<file path="config.mk">
export PLATFORM = sky130hd
export DESIGN_NAME = pipe_ctrl_unit
export DESIGN_NICKNAME = d
export VERILOG_FILES = /design/src/rtl/lc3b_types.sv /design/src/rtl/pipe_ctrl_unit_sat_counter.sv /design/src/rtl/pipe_ctrl_unit.sv
export SDC_FILE = /design/constraint.sdc
export NUM_CORES = 1
export LEC_CHECK = 0
export CORE_AREA = 5 5 71 99
export DETAILED_ROUTE_END_ITERATION = 10
export DIE_AREA = 0 0 76 104
export PLACE_DENSITY = 0.89
export SLEW_MARGIN = 20
export SYNTH_ARGS = -nofsm -noshare
export SYNTH_HDL_FRONTEND = slang
export SYNTH_SLANG_ARGS = --single-unit
</file>
<file path="constraint.sdc">
create_clock -name clk -period 4.74 [get_ports clk]
set_clock_uncertainty 0.15 [all_clocks]
set_input_delay 0.948 -clock clk [delete_from_list [all_inputs] [get_ports clk]]
set_output_delay 0.948 -clock clk [all_outputs]
set_load 0.01 [all_outputs]
</file>
<file path="src/rtl/lc3b_types.sv">
// Shared LC-3b types used by the pipeline control logic.
//   lc3b_word       : 16-bit machine word (PCs, branch targets)
//   lc3b_reg        : 3-bit architectural register index
//   lc3b_pctl_state : pipeline controller FSM state
//   PCTL_CNT_WIDTH  : default width of the performance counters
package lc3b_types;

  typedef logic [15:0] lc3b_word;
  typedef logic [2:0]  lc3b_reg;

  typedef enum logic {
    RUN        = 1'b0,
    REDIR_PEND = 1'b1
  } lc3b_pctl_state;

  localparam int PCTL_CNT_WIDTH = 16;

endpackage

</file>
<file path="src/rtl/pipe_ctrl_unit_sat_counter.sv">
// Saturating up-counter.
//   clk   : clock
//   clr   : synchronous clear (takes priority over inc)
//   inc   : increment enable; the count sticks at all-ones
//   count : current count
module sat_counter #(
  parameter int WIDTH = 16
) (
  input  logic             clk,
  input  logic             clr,
  input  logic             inc,
  output logic [WIDTH-1:0] count
);

  logic [WIDTH-1:0] count_reg;

  always_ff @(posedge clk) begin
    if (clr) begin
      count_reg <= '0;
    end else if (inc && (count_reg != '1)) begin
      count_reg <= count_reg + WIDTH'(1);
    end
  end

  assign count = count_reg;

endmodule

</file>
<file path="src/rtl/pipe_ctrl_unit.sv">
// Stall/flush controller for the 5-stage LC-3b pipeline.
// Inputs : clk, reset (sync, active-high), imem_read/imem_resp (fetch),
//          dmem_req/dmem_resp (MEM data access), ID source operands,
//          EXE load info, MEM branch resolution (mem_br_taken/target).
// Outputs: load_pc, pc_redirect, pc_target (PC control), per-register
//          stall/flush strobes, and two saturating debug counters
//          (dstall_count: dmem freeze cycles, lu_count: load-use bubbles).
// All control outputs are combinational; only the FSM state, the pending
// redirect target and the counters are registered.
module pipe_ctrl_unit
  import lc3b_types::*;
#(
  parameter int CNT_WIDTH = PCTL_CNT_WIDTH
) (
  input  logic                 clk,
  input  logic                 reset,
  input  logic                 imem_read,
  input  logic                 imem_resp,
  input  logic                 dmem_req,
  input  logic                 dmem_resp,
  input  logic                 id_valid,
  input  logic [2:0]           id_sr1,
  input  logic                 id_sr1_used,
  input  logic [2:0]           id_sr2,
  input  logic                 id_sr2_used,
  input  logic                 exe_valid,
  input  logic                 exe_is_load,
  input  logic [2:0]           exe_dest,
  input  logic                 mem_br_taken,
  input  logic [15:0]          mem_br_target,
  output logic                 load_pc,
  output logic                 pc_redirect,
  output logic [15:0]          pc_target,
  output logic                 stall_if_id,
  output logic                 stall_id_exe,
  output logic                 stall_exe_mem,
  output logic                 stall_mem_wb,
  output logic                 flush_if_id,
  output logic                 flush_id_exe,
  output logic                 flush_exe_mem,
  output logic [CNT_WIDTH-1:0] dstall_count,
  output logic [CNT_WIDTH-1:0] lu_count
);

  lc3b_pctl_state state_reg, state_next;
  lc3b_word       redir_reg, redir_next;

  logic iw, dw, lu;
  logic dstall_inc, lu_inc;

  assign iw = imem_read & ~imem_resp;
  assign dw = dmem_req & ~dmem_resp;
  assign lu = exe_valid & exe_is_load & id_valid &
              ((id_sr1_used & (id_sr1 == lc3b_reg'(exe_dest))) |
               (id_sr2_used & (id_sr2 == lc3b_reg'(exe_dest))));

  always_ff @(posedge clk) begin
    if (reset) begin
      state_reg <= RUN;
      redir_reg <= '0;
    end else begin
      state_reg <= state_next;
      redir_reg <= redir_next;
    end
  end

  always_comb begin
    state_next    = state_reg;
    redir_next    = redir_reg;
    load_pc       = 1'b1;
    pc_redirect   = 1'b0;
    stall_if_id   = 1'b0;
    stall_id_exe  = 1'b0;
    stall_exe_mem = 1'b0;
    stall_mem_wb  = 1'b0;
    flush_if_id   = 1'b0;
    flush_id_exe  = 1'b0;
    flush_exe_mem = 1'b0;
    dstall_inc    = 1'b0;
    lu_inc        = 1'b0;
    // Target mux follows the state alone so the PC mux path stays short.
    pc_target     = (state_reg == REDIR_PEND) ? redir_reg : mem_br_target;

    if (reset) begin
      load_pc       = 1'b0;
      flush_if_id   = 1'b1;
      flush_id_exe  = 1'b1;
      flush_exe_mem = 1'b1;
      state_next    = RUN;
      redir_next    = '0;
    end else if (dw) begin
      // Whole pipe frozen; a branch sitting in MEM is retried once unfrozen.
      load_pc       = 1'b0;
      stall_if_id   = 1'b1;
      stall_id_exe  = 1'b1;
      stall_exe_mem = 1'b1;
      stall_mem_wb  = 1'b1;
      dstall_inc    = 1'b1;
    end else if (mem_br_taken && !iw && (state_reg == RUN)) begin
      pc_redirect   = 1'b1;
      flush_if_id   = 1'b1;
      flush_id_exe  = 1'b1;
      flush_exe_mem = 1'b1;
    end else if (mem_br_taken && iw) begin
      // Fetch address must not move while imem is busy: park the target.
      load_pc       = 1'b0;
      flush_if_id   = 1'b1;
      flush_id_exe  = 1'b1;
      flush_exe_mem = 1'b1;
      redir_next    = mem_br_target;
      state_next    = REDIR_PEND;
    end else if ((state_reg == REDIR_PEND) && !iw) begin
      // The instruction arriving now is wrong-path; drop it and redirect.
      pc_redirect   = 1'b1;
      flush_if_id   = 1'b1;
      state_next    = RUN;
    end else if (lu) begin
      // Bubble into EXE; any imem response this cycle is dropped and the
      // same PC refetched because load_pc is low.
      load_pc       = 1'b0;
      stall_if_id   = 1'b1;
      flush_id_exe  = 1'b1;
      lu_inc        = 1'b1;
    end else if (iw) begin
      load_pc       = 1'b0;
      flush_if_id   = 1'b1;
    end
  end

  sat_counter #(.WIDTH(CNT_WIDTH)) u_dstall_cnt (
    .clk   (clk),
    .clr   (reset),
    .inc   (dstall_inc),
    .count (dstall_count)
  );

  sat_counter #(.WIDTH(CNT_WIDTH)) u_lu_cnt (
    .clk   (clk),
    .clr   (reset),
    .inc   (lu_inc),
    .count (lu_count)
  );

endmodule

</file>
# Yosys cells after proc, flatten, opt, wreduce, memory -nomap -nowiden
# Cells that the tools add are included.
# classes
n_mux	40
n_shift	0
n_addsub	2
n_eq_ne	4
n_bitwise	13
n_lt_le_gt_ge	0
div	0
mul	0
n_reduce_logical	10
# op_table
operator	count
$mux 1	39
$add 16x1->16 const B	2
$ne 16x16->1 const B	2
$mux 16	1
$and 1x1->1	7
$eq 3x3->1	2
$logic_and 1x1->1	6
$reduce_and 3->1	2
$not 1->1	5
$reduce_bool 2->1	1
$logic_not 1->1	1
$or 1x1->1	1
# totals
ramBits	0
input_bits	37
latch_bits	0
rom_bits	0
regBits	49
memories	0
wordCells	73

# Longest topological paths before layout
# depth
ltp_word	11
ltp_mapped	7
ltp_nobuf	6

# Cells and area by module
# From an unflattened synthesis, not the netlist that was laid out.
# unflattened
hier_cells	307
area_unflattened_um2	2740.1
# by_module_without_submodules
module	seq_area_each_um2	n_inst	area_per_inst_um2	cells_each
sat_counter	320.3	2	848.3	99
pipe_ctrl_unit	340.3	1	1043.5	109

# Worst setup path before layout
# OpenSTA, ideal clock, no wires.
# synth_timing
path_type	input to output
startpoint	input port exe_dest[0]
endpoint	output port flush_if_id
cell_stages	6
slack_ps	1487
arrival_ps	2155
path_cell_list	xnor2_1 > and4_2 > o21ai_1 > clkbuf_1 > nand2_1 > a31oi_1
# synth_via
elab_chain_len	10
word_cells_on_any_way	12
cone_classes	eq/ne: 2; mux: 6; bitwise: 4
# synth_lines
element	line	source
start, declared	pipe_ctrl_unit.sv:28	input logic [2:0] exe_dest,
$eq 3x3->1 (on tied branches)	pipe_ctrl_unit.sv:54, pipe_ctrl_unit.sv:55	
$and 1x1->1 (on tied branches)	pipe_ctrl_unit.sv:54, pipe_ctrl_unit.sv:55	
$or 1x1->1 (*)	pipe_ctrl_unit.sv:54	((id_sr1_used & (id_sr1 == lc3b_reg'(exe_dest))) |
$and 1x1->1 (*)	pipe_ctrl_unit.sv:53	assign lu = exe_valid & exe_is_load & id_valid &
$mux 1 (*)	pipe_ctrl_unit.sv:117	end else if (lu) begin
$mux 1 (*)	pipe_ctrl_unit.sv:112	end else if ((state_reg == REDIR_PEND) && !iw) begin
$mux 1 (*)	pipe_ctrl_unit.sv:104	end else if (mem_br_taken && iw) begin
$mux 1 (*)	pipe_ctrl_unit.sv:99	end else if (mem_br_taken && !iw && (state_reg == RUN)) begin
$mux 1 (*)	pipe_ctrl_unit.sv:91	end else if (dw) begin
$mux 1 (*)	pipe_ctrl_unit.sv:84	if (reset) begin
end, declared	pipe_ctrl_unit.sv:38	output logic flush_if_id,
# Every way passes the cells marked *; elsewhere a longest branch is shown, timed or not.

# Worst setup path after layout
# layout_timing
startpoint	input port exe_dest[1]
endpoint	output port flush_if_id
# The elaborated chain is that of the path after synthesis.

==> flow_summary.ini <==
[finish]
drive_gt1_frac = 0.108
finalNetCount = 435
design_area_um2 = 3670
diodes = 0
area_growth_pct = 40.6
stdcell_count = 469
post-route-util = 0.603

[cts]
numCtsBuffers = 5
clock_latency_ps = 300
path_clk_slew_ps = 100
cts_hold_buf = 0
cts_tree = built
cts-root-buf = clkbuf_8
cts_buffer_depth = 2
cts.sinks = 49
htree_levels = 2
postCtsSetupBuffers = 0
post_cts_resized = 0

[run_status]
status = complete, no violations

[global_route]
grt_pass1_wl_um = 12000
grt_max_degree = 39
antenna_found_initial = 0
grt_pass1_vias = 2595
grtUsageTotal = 0.178
overflow = 0

[route]
drc_errors = 0
ant_nets = 0
num_vias = 2592
dr.pass1.iters = 4
wl_per_cell_um = 15.3
drtIter0Drc = 159
vias_per_cell = 5.53
wl_um = 7160

[yosys]
netlist_instances = 312
ys_types = 49
yosysTopAreaCell = dfxtp_1
synth.cell_area_um2 = 2610
ys_ff_latch = 49
synth_nets = 351
seq_area_frac_synth = 0.376
synthFlopType = dfxtp_1
yosysWarnings = 0
syn_avg_cell_area_um2 = 8.36
yosys-top-cells-area = dfxtp_1 (38%), mux2_2 (7.8%), a21oi_1 (6.5%)
async_flop_share = 0
yosys.area.top_type_share = 0.376
synth_edf_count = 0

[power]
total_power_uw = 862
peakVddDrop_v = 0.000173
p_per_area_nw_per_um2 = 235
leakage_nw = 1.18

[floorplan]
row_count = 34
die_h_um = 104
pin_count = 94
die_x_um = 76
fp.dieArea_um2 = 7900
coreArea_um2 = 6080
start_util = 0.429

[setup_path]
cp-end-kind = primary output
worst-path-stages = 7
critPathRequiredTime_ps = 3640
crit_type = in -> out
cp.arrival_ps = 3050
crit_path_max_incr_delay_ps = 570
crit_buf_inv = 2
crit_family = buffers and inverters
crit_fanout = 5
r2r_cells = 4
start_kind = input port
critPathMostFrequentCell = clkdlybuf4s50_1
cpMaxStageDelayCell = clkdlybuf4s50_1
crit_chain = clkdlybuf4s50_1, xnor2_1, and4_2, o21ai_1, nand2_1, a31oi_1, clkdlybuf4s50_1

[worst_hold_path]
min_path_cells = 2
hold_path_class = reg -> reg

[place]
hpwl_um = 5380
dp.cells = 461
port_buffers = 93
dpl_cell_area_um2 = 3550
place.gp.congestion = 0.884

[timing]
final.setup.tns_ps = 0
slew_viol_final = 0
tightest_slew_ps = 886
hold_violations = 0
rsz0062_at_grt = false
maxSlewHeadroom = 0.404
setup_viol = 0
layout_min_cycle_time_ps = 4150
max_freq_mhz = 241
fin_crit_sh = 0.875

[job]
drv.max_cap_violation_count = 0
-- worst paths after layout --
kind | from | to | slack (ps)
max | exe_dest[1] | flush_if_id | 590
min | redir_reg[2] | redir_reg[2] | 310
max reg2reg | state_reg | u_lu_cnt.count[13] | 2320
min reg2reg | redir_reg[2] | redir_reg[2] | 310
-- kinds of logic (layout without fill, tap and decap cells) --
| logic type | count (synthesis) | in the layout | synth area share |
|---|---|---|---|
| mux | 21 | 21 | 0.0897 |
| flops | 49 | 49 | 0.376 |
| compound gates | 60 | 60 | 0.143 |
| simple gates | 139 | 139 | 0.276 |
| buf+inv | 22 | 107 | 0.0408 |
| fa+ha+maj | 2 | 2 | 0.00960 |
| xor+xnor | 19 | 19 | 0.0638 |
-- layer usage --
metal,global-route usage,wire length [um],up-vias,share of wire
met5,0,0,-,0
met4,0.0598,119,0,0.017
met3,0.0390,372,10,0.052
met2,0.323,3830,78,0.54
met1,0.202,2840,1222,0.40
li1,-,-,1282,-
-- synth_stat cells (3+ instances only) --
master,number
clkbuf_1,9
a211oi_1,3
nand4_1,10
nor3_1,6
nor4_1,5
or4_1,4
or3_1,7
a31o_2,3
mux2_2,18
dfxtp_1,49
o21ai_0,8
nand2_1,45
nor2b_1,6
buf_1,4
inv_1,4
a21oi_1,34
xnor2_1,18
nand3_1,12
o31ai_1,4
nor2_1,23
-- tightest hold or removal path: stages (launching register included) --
cell	delay [ps]
dfxtp_1	320
nand2_1	50
a21oi_1	50
-- final cells by class --
type	count	area, um2
Inverter	4	15.0
Clock inverter	2	37.5
Clock buffer	6	82.6
Multi-Input combinational cell	241	1520
Fill cell	557	2420
Tap cell	72	90.1
Timing Repair Buffer	95	941
Sequential cell	49	981
-- where the power goes --
group	leakage (nW)	switching, mW	internal [mW]	total [mW]
Combinational	0.724	0.0524	0.0752	0.128
Sequential	0.396	0.00594	0.417	0.423
Clock	0.0574	0.140	0.172	0.312
Total	1.18	0.198	0.664	0.862
-- cell usage in the layout, fill, tap and decap left out, types with 5 or more instances in the layout --
cell type | Yosys | routed
clkdlybuf4s50_1 | 0 | 92
dfxtp_1 | 49 | 49
nand2_1 | 45 | 45
a21oi_1 | 34 | 34
nor2_1 | 23 | 23
mux2_2 | 18 | 18
xnor2_1 | 18 | 18
nand3_1 | 12 | 12
nand4_1 | 10 | 10
o21ai_0 | 8 | 8
or3_1 | 7 | 7
nor2b_1 | 6 | 6
nor3_1 | 6 | 6
clkbuf_8 | 0 | 6
nor4_1 | 5 | 5
-- through the flow --
| step | setup WS [ps] | hold WS (ps) |
|---|---|---|
| 2_1_floorplan | 1490 | 283 |
| 3_3_place_gp | 670 | 289 |
| 3_5_place_dp | 584 | 297 |
| 4_1_cts | 579 | 311 |
| 5_1_grt | 470 | 324 |
| 6_report | 591 | 310 |
No activity file was read; power rests on OpenSTA's default activity.
